`config.mk`:
```
export PLATFORM = sky130hd
export DESIGN_NAME = eco_sweep_arb_flat
export DESIGN_NICKNAME = d
export VERILOG_FILES = /design/src/rtl/eco_sweep_arb_pkg.sv /design/src/rtl/eco_sweep_arb_if.sv /design/src/rtl/eco_rr_arb2.sv /design/src/rtl/eco_sweep_arb.sv /design/src/flat_wrapper.sv
export SDC_FILE = /design/constraint.sdc
export NUM_CORES = 1
export LEC_CHECK = 0
export BUFFER_PORTS_ARGS = -buffer_cell sky130_fd_sc_hd__buf_2
export CAP_MARGIN = 30
export CORE_MARGIN = 4
export CORE_UTILIZATION = 43
export CTS_CLUSTER_DIAMETER = 150
export DETAILED_ROUTE_END_ITERATION = 8
export GPL_ROUTABILITY_DRIVEN = 0
export PLACE_DENSITY_LB_ADDON = 0.08
export SYNTH_ARGS = -nofsm -noshare
export SYNTH_HDL_FRONTEND = slang
export SYNTH_SLANG_ARGS = --single-unit
```
`constraint.sdc`:
```
create_clock -name clk -period 2.1 [get_ports clk]
set_clock_uncertainty 0.05 [all_clocks]
set_input_delay 0.525 -clock clk [delete_from_list [all_inputs] [get_ports clk]]
set_output_delay 0.525 -clock clk [all_outputs]
set_load 0.05 [all_outputs]
```
`src/rtl/eco_sweep_arb_pkg.sv`:
```
// Shared types and constants for the eco_sweep_arb block: FSM states, stage tag kinds,
// sweep length, signature width and the signature fold helper.
package eco_pkg;

    localparam int SWEEP_LEN = 256;
    localparam int SIG_W     = 8;

    typedef enum logic [1:0] {
        IDLE  = 2'd0,
        SWEEP = 2'd1,
        DRAIN = 2'd2,
        DONE  = 2'd3
    } state_e;

    typedef enum logic {
        REQ = 1'b0,
        SWP = 1'b1
    } kind_e;

    // Rotate-left by one, then fold the 4-bit result into the low nibble.
    function automatic logic [SIG_W-1:0] sigFold(input logic [SIG_W-1:0] sig,
                                                 input logic [3:0]       y);
        return {sig[SIG_W-2:0], sig[SIG_W-1]} ^ {{(SIG_W-4){1'b0}}, y};
    endfunction

endpackage

```
`src/rtl/eco_sweep_arb_if.sv`:
```
// Bundle of requester handshakes, function-unit operands/result, response and sweep
// control signals; slave is the controller's view, master the stimulus side.
interface eco_sweep_arb_if;
    import eco_pkg::*;

    logic             r0_valid;
    logic             r0_ready;
    logic [3:0]       r0_a;
    logic [3:0]       r0_b;
    logic             r1_valid;
    logic             r1_ready;
    logic [3:0]       r1_a;
    logic [3:0]       r1_b;
    logic [3:0]       fu_a;
    logic [3:0]       fu_b;
    logic [3:0]       fu_y;
    logic             rsp_valid;
    logic             rsp_id;
    logic [3:0]       rsp_y;
    logic             sweep_start;
    logic             sweep_busy;
    logic             sweep_done;
    logic [SIG_W-1:0] sweep_sig;

    modport slave (
        input  r0_valid, r0_a, r0_b, r1_valid, r1_a, r1_b, fu_y, sweep_start,
        output r0_ready, r1_ready, fu_a, fu_b, rsp_valid, rsp_id, rsp_y,
               sweep_busy, sweep_done, sweep_sig
    );

    modport master (
        output r0_valid, r0_a, r0_b, r1_valid, r1_a, r1_b, fu_y, sweep_start,
        input  r0_ready, r1_ready, fu_a, fu_b, rsp_valid, rsp_id, rsp_y,
               sweep_busy, sweep_done, sweep_sig
    );

endinterface

```
`src/rtl/eco_rr_arb2.sv`:
```
// Two-way round-robin arbiter: one-hot grant from a valid vector, holding the id of
// the last winner so a tie goes to the other requester.
module eco_rr_arb2
    import eco_pkg::*;
(
    input  logic       clk,
    input  logic       rst,
    input  logic [1:0] valid_i,
    input  logic       enable_i,
    output logic [1:0] grant_o
);

    logic last_q;
    logic last_d;
    logic [1:0] grant;

    always_comb begin
        grant = 2'b00;
        if (enable_i) begin
            if (valid_i == 2'b11) begin
                grant = last_q ? 2'b01 : 2'b10;
            end else begin
                grant = valid_i;
            end
        end
        last_d = last_q;
        if (|grant) begin
            last_d = grant[1];
        end
    end

    // Starting at 1 makes requester 0 win the very first tie.
    always_ff @(posedge clk) begin
        if (rst) begin
            last_q <= 1'b1;
        end else begin
            last_q <= last_d;
        end
    end

    assign grant_o = grant;

endmodule

```
`src/rtl/eco_sweep_arb.sv`:
```
// Time-shares one 4-bit function unit between two requesters and, when ECO_SWEEP_EN is
// defined, runs an exhaustive 256-pair sweep folding results into a signature.
module eco_sweep_arb
    import eco_pkg::*;
(
    input  logic           clk,
    input  logic           rst,
    eco_sweep_arb_if.slave bus
);

    logic [1:0] reqVec;
    logic [1:0] grant;
    logic       arbEn;
    logic       xfer;
    logic       xferId;

    logic [3:0] fuA_q;
    logic [3:0] fuB_q;
    logic       s1Valid_q;
    logic       s1Id_q;
    kind_e      s1Kind_q;
    logic       rspValid_q;
    logic       rspId_q;
    logic [3:0] rspY_q;

`ifdef ECO_SWEEP_EN
    state_e           state_q;
    logic [7:0]       cnt_q;
    logic [SIG_W-1:0] sig_q;

    assign arbEn = (state_q == IDLE) && !rst;
`else
    logic unusedStart;

    assign unusedStart = bus.sweep_start;
    assign arbEn       = !rst;
`endif

    assign reqVec = {bus.r1_valid, bus.r0_valid};

    eco_rr_arb2 u_arb (
        .clk      (clk),
        .rst      (rst),
        .valid_i  (reqVec),
        .enable_i (arbEn),
        .grant_o  (grant)
    );

    assign xfer   = |grant;
    assign xferId = grant[1];

    // Stage 1 latches operands, stage 2 captures the unit's result one edge later;
    // sweep issue overrides stage 1 while the FSM is outside IDLE.
    always_ff @(posedge clk) begin
        if (rst) begin
            fuA_q      <= '0;
            fuB_q      <= '0;
            s1Valid_q  <= 1'b0;
            s1Id_q     <= 1'b0;
            s1Kind_q   <= REQ;
            rspValid_q <= 1'b0;
            rspId_q    <= 1'b0;
            rspY_q     <= '0;
`ifdef ECO_SWEEP_EN
            state_q    <= IDLE;
            cnt_q      <= '0;
            sig_q      <= '0;
`endif
        end else begin
            rspValid_q <= s1Valid_q && (s1Kind_q == REQ);
            if (s1Valid_q && (s1Kind_q == REQ)) begin
                rspY_q  <= bus.fu_y;
                rspId_q <= s1Id_q;
            end

            s1Valid_q <= xfer;
            if (xfer) begin
                fuA_q    <= xferId ? bus.r1_a : bus.r0_a;
                fuB_q    <= xferId ? bus.r1_b : bus.r0_b;
                s1Id_q   <= xferId;
                s1Kind_q <= REQ;
            end

`ifdef ECO_SWEEP_EN
            if (s1Valid_q && (s1Kind_q == SWP)) begin
                sig_q <= sigFold(sig_q, bus.fu_y);
            end

            case (state_q)
                IDLE: begin
                    if (bus.sweep_start) begin
                        state_q <= SWEEP;
                        cnt_q   <= '0;
                        sig_q   <= '0;
                    end
                end
                SWEEP: begin
                    fuA_q     <= cnt_q[7:4];
                    fuB_q     <= cnt_q[3:0];
                    s1Valid_q <= 1'b1;
                    s1Kind_q  <= SWP;
                    cnt_q     <= cnt_q + 8'd1;
                    if (cnt_q == 8'(SWEEP_LEN - 1)) begin
                        state_q <= DRAIN;
                    end
                end
                DRAIN: begin
                    state_q <= DONE;
                end
                default: begin
                    state_q <= IDLE;
                end
            endcase
`endif
        end
    end

    assign bus.r0_ready  = grant[0];
    assign bus.r1_ready  = grant[1];
    assign bus.fu_a      = fuA_q;
    assign bus.fu_b      = fuB_q;
    assign bus.rsp_valid = rspValid_q;
    assign bus.rsp_id    = rspId_q;
    assign bus.rsp_y     = rspY_q;

`ifdef ECO_SWEEP_EN
    assign bus.sweep_busy = (state_q != IDLE);
    assign bus.sweep_done = (state_q == DONE);
    assign bus.sweep_sig  = sig_q;
`else
    assign bus.sweep_busy = 1'b0;
    assign bus.sweep_done = 1'b0;
    assign bus.sweep_sig  = '0;
`endif

endmodule

```
`src/flat_wrapper.sv`:
```
// flat-port wrapper written by rule: the top's interface ports become plain ports
module eco_sweep_arb_flat import eco_pkg::*;
  (clk, rst, bus_r0_valid, bus_r0_a, bus_r0_b, bus_r1_valid, bus_r1_a, bus_r1_b, bus_fu_y, bus_sweep_start, bus_r0_ready, bus_r1_ready, bus_fu_a, bus_fu_b, bus_rsp_valid, bus_rsp_id, bus_rsp_y, bus_sweep_busy, bus_sweep_done, bus_sweep_sig);
  eco_sweep_arb_if bus_i ();
  input  logic clk;
  input  logic rst;
  input wire logic [$bits(bus_i.r0_valid)-1:0] bus_r0_valid;
  input wire logic [$bits(bus_i.r0_a)-1:0] bus_r0_a;
  input wire logic [$bits(bus_i.r0_b)-1:0] bus_r0_b;
  input wire logic [$bits(bus_i.r1_valid)-1:0] bus_r1_valid;
  input wire logic [$bits(bus_i.r1_a)-1:0] bus_r1_a;
  input wire logic [$bits(bus_i.r1_b)-1:0] bus_r1_b;
  input wire logic [$bits(bus_i.fu_y)-1:0] bus_fu_y;
  input wire logic [$bits(bus_i.sweep_start)-1:0] bus_sweep_start;
  output wire logic [$bits(bus_i.r0_ready)-1:0] bus_r0_ready;
  output wire logic [$bits(bus_i.r1_ready)-1:0] bus_r1_ready;
  output wire logic [$bits(bus_i.fu_a)-1:0] bus_fu_a;
  output wire logic [$bits(bus_i.fu_b)-1:0] bus_fu_b;
  output wire logic [$bits(bus_i.rsp_valid)-1:0] bus_rsp_valid;
  output wire logic [$bits(bus_i.rsp_id)-1:0] bus_rsp_id;
  output wire logic [$bits(bus_i.rsp_y)-1:0] bus_rsp_y;
  output wire logic [$bits(bus_i.sweep_busy)-1:0] bus_sweep_busy;
  output wire logic [$bits(bus_i.sweep_done)-1:0] bus_sweep_done;
  output wire logic [$bits(bus_i.sweep_sig)-1:0] bus_sweep_sig;
  assign bus_i.r0_valid = bus_r0_valid;
  assign bus_i.r0_a = bus_r0_a;
  assign bus_i.r0_b = bus_r0_b;
  assign bus_i.r1_valid = bus_r1_valid;
  assign bus_i.r1_a = bus_r1_a;
  assign bus_i.r1_b = bus_r1_b;
  assign bus_i.fu_y = bus_fu_y;
  assign bus_i.sweep_start = bus_sweep_start;
  assign bus_r0_ready = bus_i.r0_ready;
  assign bus_r1_ready = bus_i.r1_ready;
  assign bus_fu_a = bus_i.fu_a;
  assign bus_fu_b = bus_i.fu_b;
  assign bus_rsp_valid = bus_i.rsp_valid;
  assign bus_rsp_id = bus_i.rsp_id;
  assign bus_rsp_y = bus_i.rsp_y;
  assign bus_sweep_busy = bus_i.sweep_busy;
  assign bus_sweep_done = bus_i.sweep_done;
  assign bus_sweep_sig = bus_i.sweep_sig;
  eco_sweep_arb u_core (.clk(clk), .rst(rst), .bus(bus_i));
endmodule
```
==> results <==
- The flow ran to the end, and the final reports show no timing, DRC or antenna violations.
- Setup total negative slack on the finished layout was measured at 0 ns.
- Setup repair after global routing left no endpoint under its margin.
- After the last flow step, the layout net total stands at approximately 150.
- The number of antenna violations at the first check in global routing was 0.
- Data on the critical path arrives at its endpoint at ~1.3 ns.
- Counting along the longest clock path gives a buffer depth of 2.
- The clock buffer count from CTS is 3.
- The total power divided by cell area is 772.4 nW/um^2.
- In this run the remaining antenna-violating nets after routing total 0.
- The cell type contributing the most total cell area after synthesis is sky130_fd_sc_hd__dfxtp_1.
- TritonCTS built the clock tree.
- The number of warnings printed during yosys synthesis is 0.
- The adder-cell area share of the yosys netlist is 0%.
- The cell with the largest stage delay on the worst path is sky130_fd_sc_hd__buf_2.
- The number of search-and-repair iterations in the first detailed-routing pass is 4.
- Summing over every cut layer, the via total after detailed routing is 698.
- The count of routing violations after the opening detailed-route iteration is 12.
- The signal on the critical path passes through buf_2 -> nand2_2 -> and3b_4 -> buf_2.
- The total of cells resized after clock tree synthesis is 0.
- Sorting the synthesized cells by area gives the leading types as sky130_fd_sc_hd__dfxtp_1, sky130_fd_sc_hd__a221o_1, sky130_fd_sc_hd__buf_4.
- The final number of setup-violating endpoints is 0.
- In this run the worst path has a maximum fanout of 9.
- The sort of element at the start of the critical path is an input pin.
- Hold repair after CTS inserted 0 buffers.
- In the final routed layout, each cell accounts on average for 11.86 um.
- The basic-gate share of the synthesized area counting and, or, nand and nor cells is 8.958%.
- Cells with a size suffix above 1 make up 43.70% of the layout.
- The standard cell core area is 1708 um^2.
- Timing would allow up to 534.8 MHz.
- The number of buffers inserted by post-CTS setup repair is 0.
- Across every metal layer, demand over resource in global routing totals roughly 14%.
- The most numerous cell on the critical path is sky130_fd_sc_hd__buf_2.
- The largest family of logic cells by synthesized area is compound AO/OA/AOI/OAI gates.
- The post-detailed-routing wire length is around 1700 um.
- Pin placement for this block handled 51 I/O pins.
- The first-pass GRT wire length is 2594 um.
- The sequential share of the synthesized area is 44.30%.
- In this run the static leakage power is 0.0005204 uW.
- The root buffer cell is sky130_fd_sc_hd__clkbuf_4.
- The largest single stage delay on the critical path is 0.26 ns.
- The total congestion overflow after global routing is 0.
- From synthesis to final layout, the design area changed by 28.34%.
- CTS built an H-tree with a depth of 1.
- The worst hold-check path type is input pin to flop.
- The number of failing hold endpoints at the final stage is 0.
- After filler insertion, the fill cell instance count of the layout stands at 180.
- Detailed placement ended at an HPWL of 1352 um.
- The share of synthesized area in the top cell type comes to roughly 44%.
- By startpoint and endpoint, the worst setup path is classified as input pin to output port.
- The port buffer count is 39.
- The tool flagged a number of max-cap violations equal to 0.
- The compound-cell area share of the yosys netlist is between 20% and 30%.
- Entering global routing, the biggest net connects 12 pins.
- The insertion delay of the later-clocked pin in the worst-skew pair is just under 0.3 ns.
- The cell count after synthesis came out at slightly below 80.
- The initialized floorplan defines 15 standard-cell rows.
- The worst ir drop on vdd is 0.0003837 V.
- The unique cell type count in the Yosys netlist is 19.
- The average instance area after synthesis is 9.849 um^2.
- Counting I/O delays and the setup requirement, the final critical path takes 1.870 ns.
- In this run the horizontal extent of the chip is about 50 um.
- The finished layout holds 144 standard cells, fillers aside.
- The mux contribution to synthesized area is 6.515%.
- The area enclosed by the die boundary is around 2500 um^2.
- For the worst setup path, the data required time is approximately 1.5 ns.
- The synthesized netlist devotes 0% of its cell area to XOR and XNOR gates.
- After detailed placement, the design holds a cell count of 140.
- The diode insertion count for antenna repair is 0.
- The max-slew violation count came to 0.
- For this configuration, the core starts out at a cell density of 44.98%.
- The number of sinks on the clock net is 17.
- The die is 50.27 um tall.
- For this run, design rule violations remaining after detail routing come to 0.
- In this run the cell area of the synthesized design comes to 768.2 um^2.
- Dividing the detail-routed via count by the number of cells gives 4.847.
- The worst setup path is captured at an output port.
- In this run, synthesis produced a sequential element count of 17.
- The clock transition time at the flip-flop clock pins of the worst setup and hold paths is 0.10 ns.
- Of the available clock period, the critical path in the final layout requires 89.04%.
- The via count of the first global-routing pass was slightly below 600.
per-stage QoR:
| stage | total power (uW) | hold WS, ns | util, % | cell area [um^2] | setup slack (ns) |
|---|---|---|---|---|---|
| 5_1_grt | 807.7 | 0.3862 | 57.73 | 985.9 | 0.1733 |
| 4_1_cts | 771.2 | 0.3913 | 57.73 | 985.9 | 0.2315 |
| 3_3_place_gp | 586.9 | 0.3933 | 55.97 | 955.9 | 0.2534 |
| 3_5_place_dp | 590.1 | 0.4013 | 55.97 | 955.9 | 0.2353 |
| 2_1_floorplan | 548.4 | 0.3844 | - | 802.0 | 0.2268 |
| 6_report | 761.6 | 0.3989 | 57.73 | 985.9 | 0.2302 |
routing by layer:
layer / wire [um] / global-route usage (%)
met5: 0 / 0
met4: 46 / 10.60
met3: 127 / 2.671
met2: 835 / 21.30
met1: 699 / 16.06
final cells by class:
class,instances,area (um^2),share of cell area (%)
sequential,17,340.3,34.52
clock inverter,1,7.507,0.7614
inverter,9,33.78,3.426
multi-input combinational,46,325.3,32.99
timing repair buffer,43,225.2,22.84
tap,25,31.28,3.173
clock buffer,3,22.52,2.284
worst max-delay path, delay by kind of cell:
kind	cells	cell delay, ns
buf+inv	2	0.39
simple gates	2	0.37
path summary, 6_finish.rpt:
| path | from | end | slack [ns] | cells past startpoint |
|---|---|---|---|---|
| worst max register to register | u_core.u_arb.last_q | u_core.bus.fu_b[3] | 0.74 | 4 |
| worst min register to register | u_core.s1Id_q | u_core.s1Id_q | 0.42 | 1 |
| worst min-delay path | bus_r1_b[2] | u_core.bus.fu_b[2] | 0.40 | 2 |
| worst max-delay path | bus_r0_valid | bus_r1_ready | 0.23 | 4 |
placed cells by master (no fill, tap or decap):
cell / netlist / final
sky130_fd_sc_hd__buf_2: 1 / 39
sky130_fd_sc_hd__dfxtp_1: 17 / 17
sky130_fd_sc_hd__conb_1: 1 / 10
sky130_fd_sc_hd__inv_1: 9 / 9
sky130_fd_sc_hd__a2111oi_0: 8 / 8
sky130_fd_sc_hd__a221o_1: 8 / 8
sky130_fd_sc_hd__nor2_1: 7 / 7
sky130_fd_sc_hd__mux2i_1: 5 / 5
sky130_fd_sc_hd__buf_4: 10 / 4
sky130_fd_sc_hd__clkbuf_4: 0 / 3
sky130_fd_sc_hd__nand2_2: 1 / 1
sky130_fd_sc_hd__and3b_4: 1 / 1
sky130_fd_sc_hd__a21oi_1: 1 / 1
sky130_fd_sc_hd__and2_2: 1 / 1
sky130_fd_sc_hd__o21ai_0: 1 / 1
sky130_fd_sc_hd__nor3_2: 1 / 1
sky130_fd_sc_hd__nor2b_1: 1 / 1
sky130_fd_sc_hd__a21o_2: 1 / 1
sky130_fd_sc_hd__clkinvlp_4: 0 / 1
synthesized netlist by cell type:
cell and number:
sky130_fd_sc_hd__a2111oi_0 8, sky130_fd_sc_hd__a21o_2 1, sky130_fd_sc_hd__a21oi_1 1, sky130_fd_sc_hd__a221o_1 8, sky130_fd_sc_hd__and2_2 1, sky130_fd_sc_hd__and3b_4 1, sky130_fd_sc_hd__buf_2 1, sky130_fd_sc_hd__buf_4 10
sky130_fd_sc_hd__buf_6 1, sky130_fd_sc_hd__clkbuf_1 3, sky130_fd_sc_hd__conb_1 1, sky130_fd_sc_hd__dfxtp_1 17, sky130_fd_sc_hd__inv_1 9, sky130_fd_sc_hd__mux2i_1 5, sky130_fd_sc_hd__nand2_2 1, sky130_fd_sc_hd__nor2_1 7
sky130_fd_sc_hd__nor2b_1 1, sky130_fd_sc_hd__nor3_2 1, sky130_fd_sc_hd__o21ai_0 1
state kept, by name, indices dropped and copies added (netlist names):
register,cells
u_core.bus.fu_a,4
u_core.bus.fu_b,4
u_core.bus.rsp_y,4
u_core.bus.rsp_id,1
u_core.bus.rsp_valid,1
u_core.s1Id_q,1
u_core.s1Valid_q,1
u_core.u_arb.last_q,1
cell families after synthesis:
| logic type | Yosys count |
|---|---|
| AO/OA/AOI/OAI | 19 |
| buffers and inverters | 24 |
| AND/OR/NAND/NOR | 12 |
| other | 1 |
| multiplexers | 5 |
| flip-flops | 17 |
power by group:
part	switching (uW)	total, uW	internal [uW]
registers	13.1	360	347
clock network	107	180	72.4
logic	162	222	59.7
(Power assumes the default switching activity.)
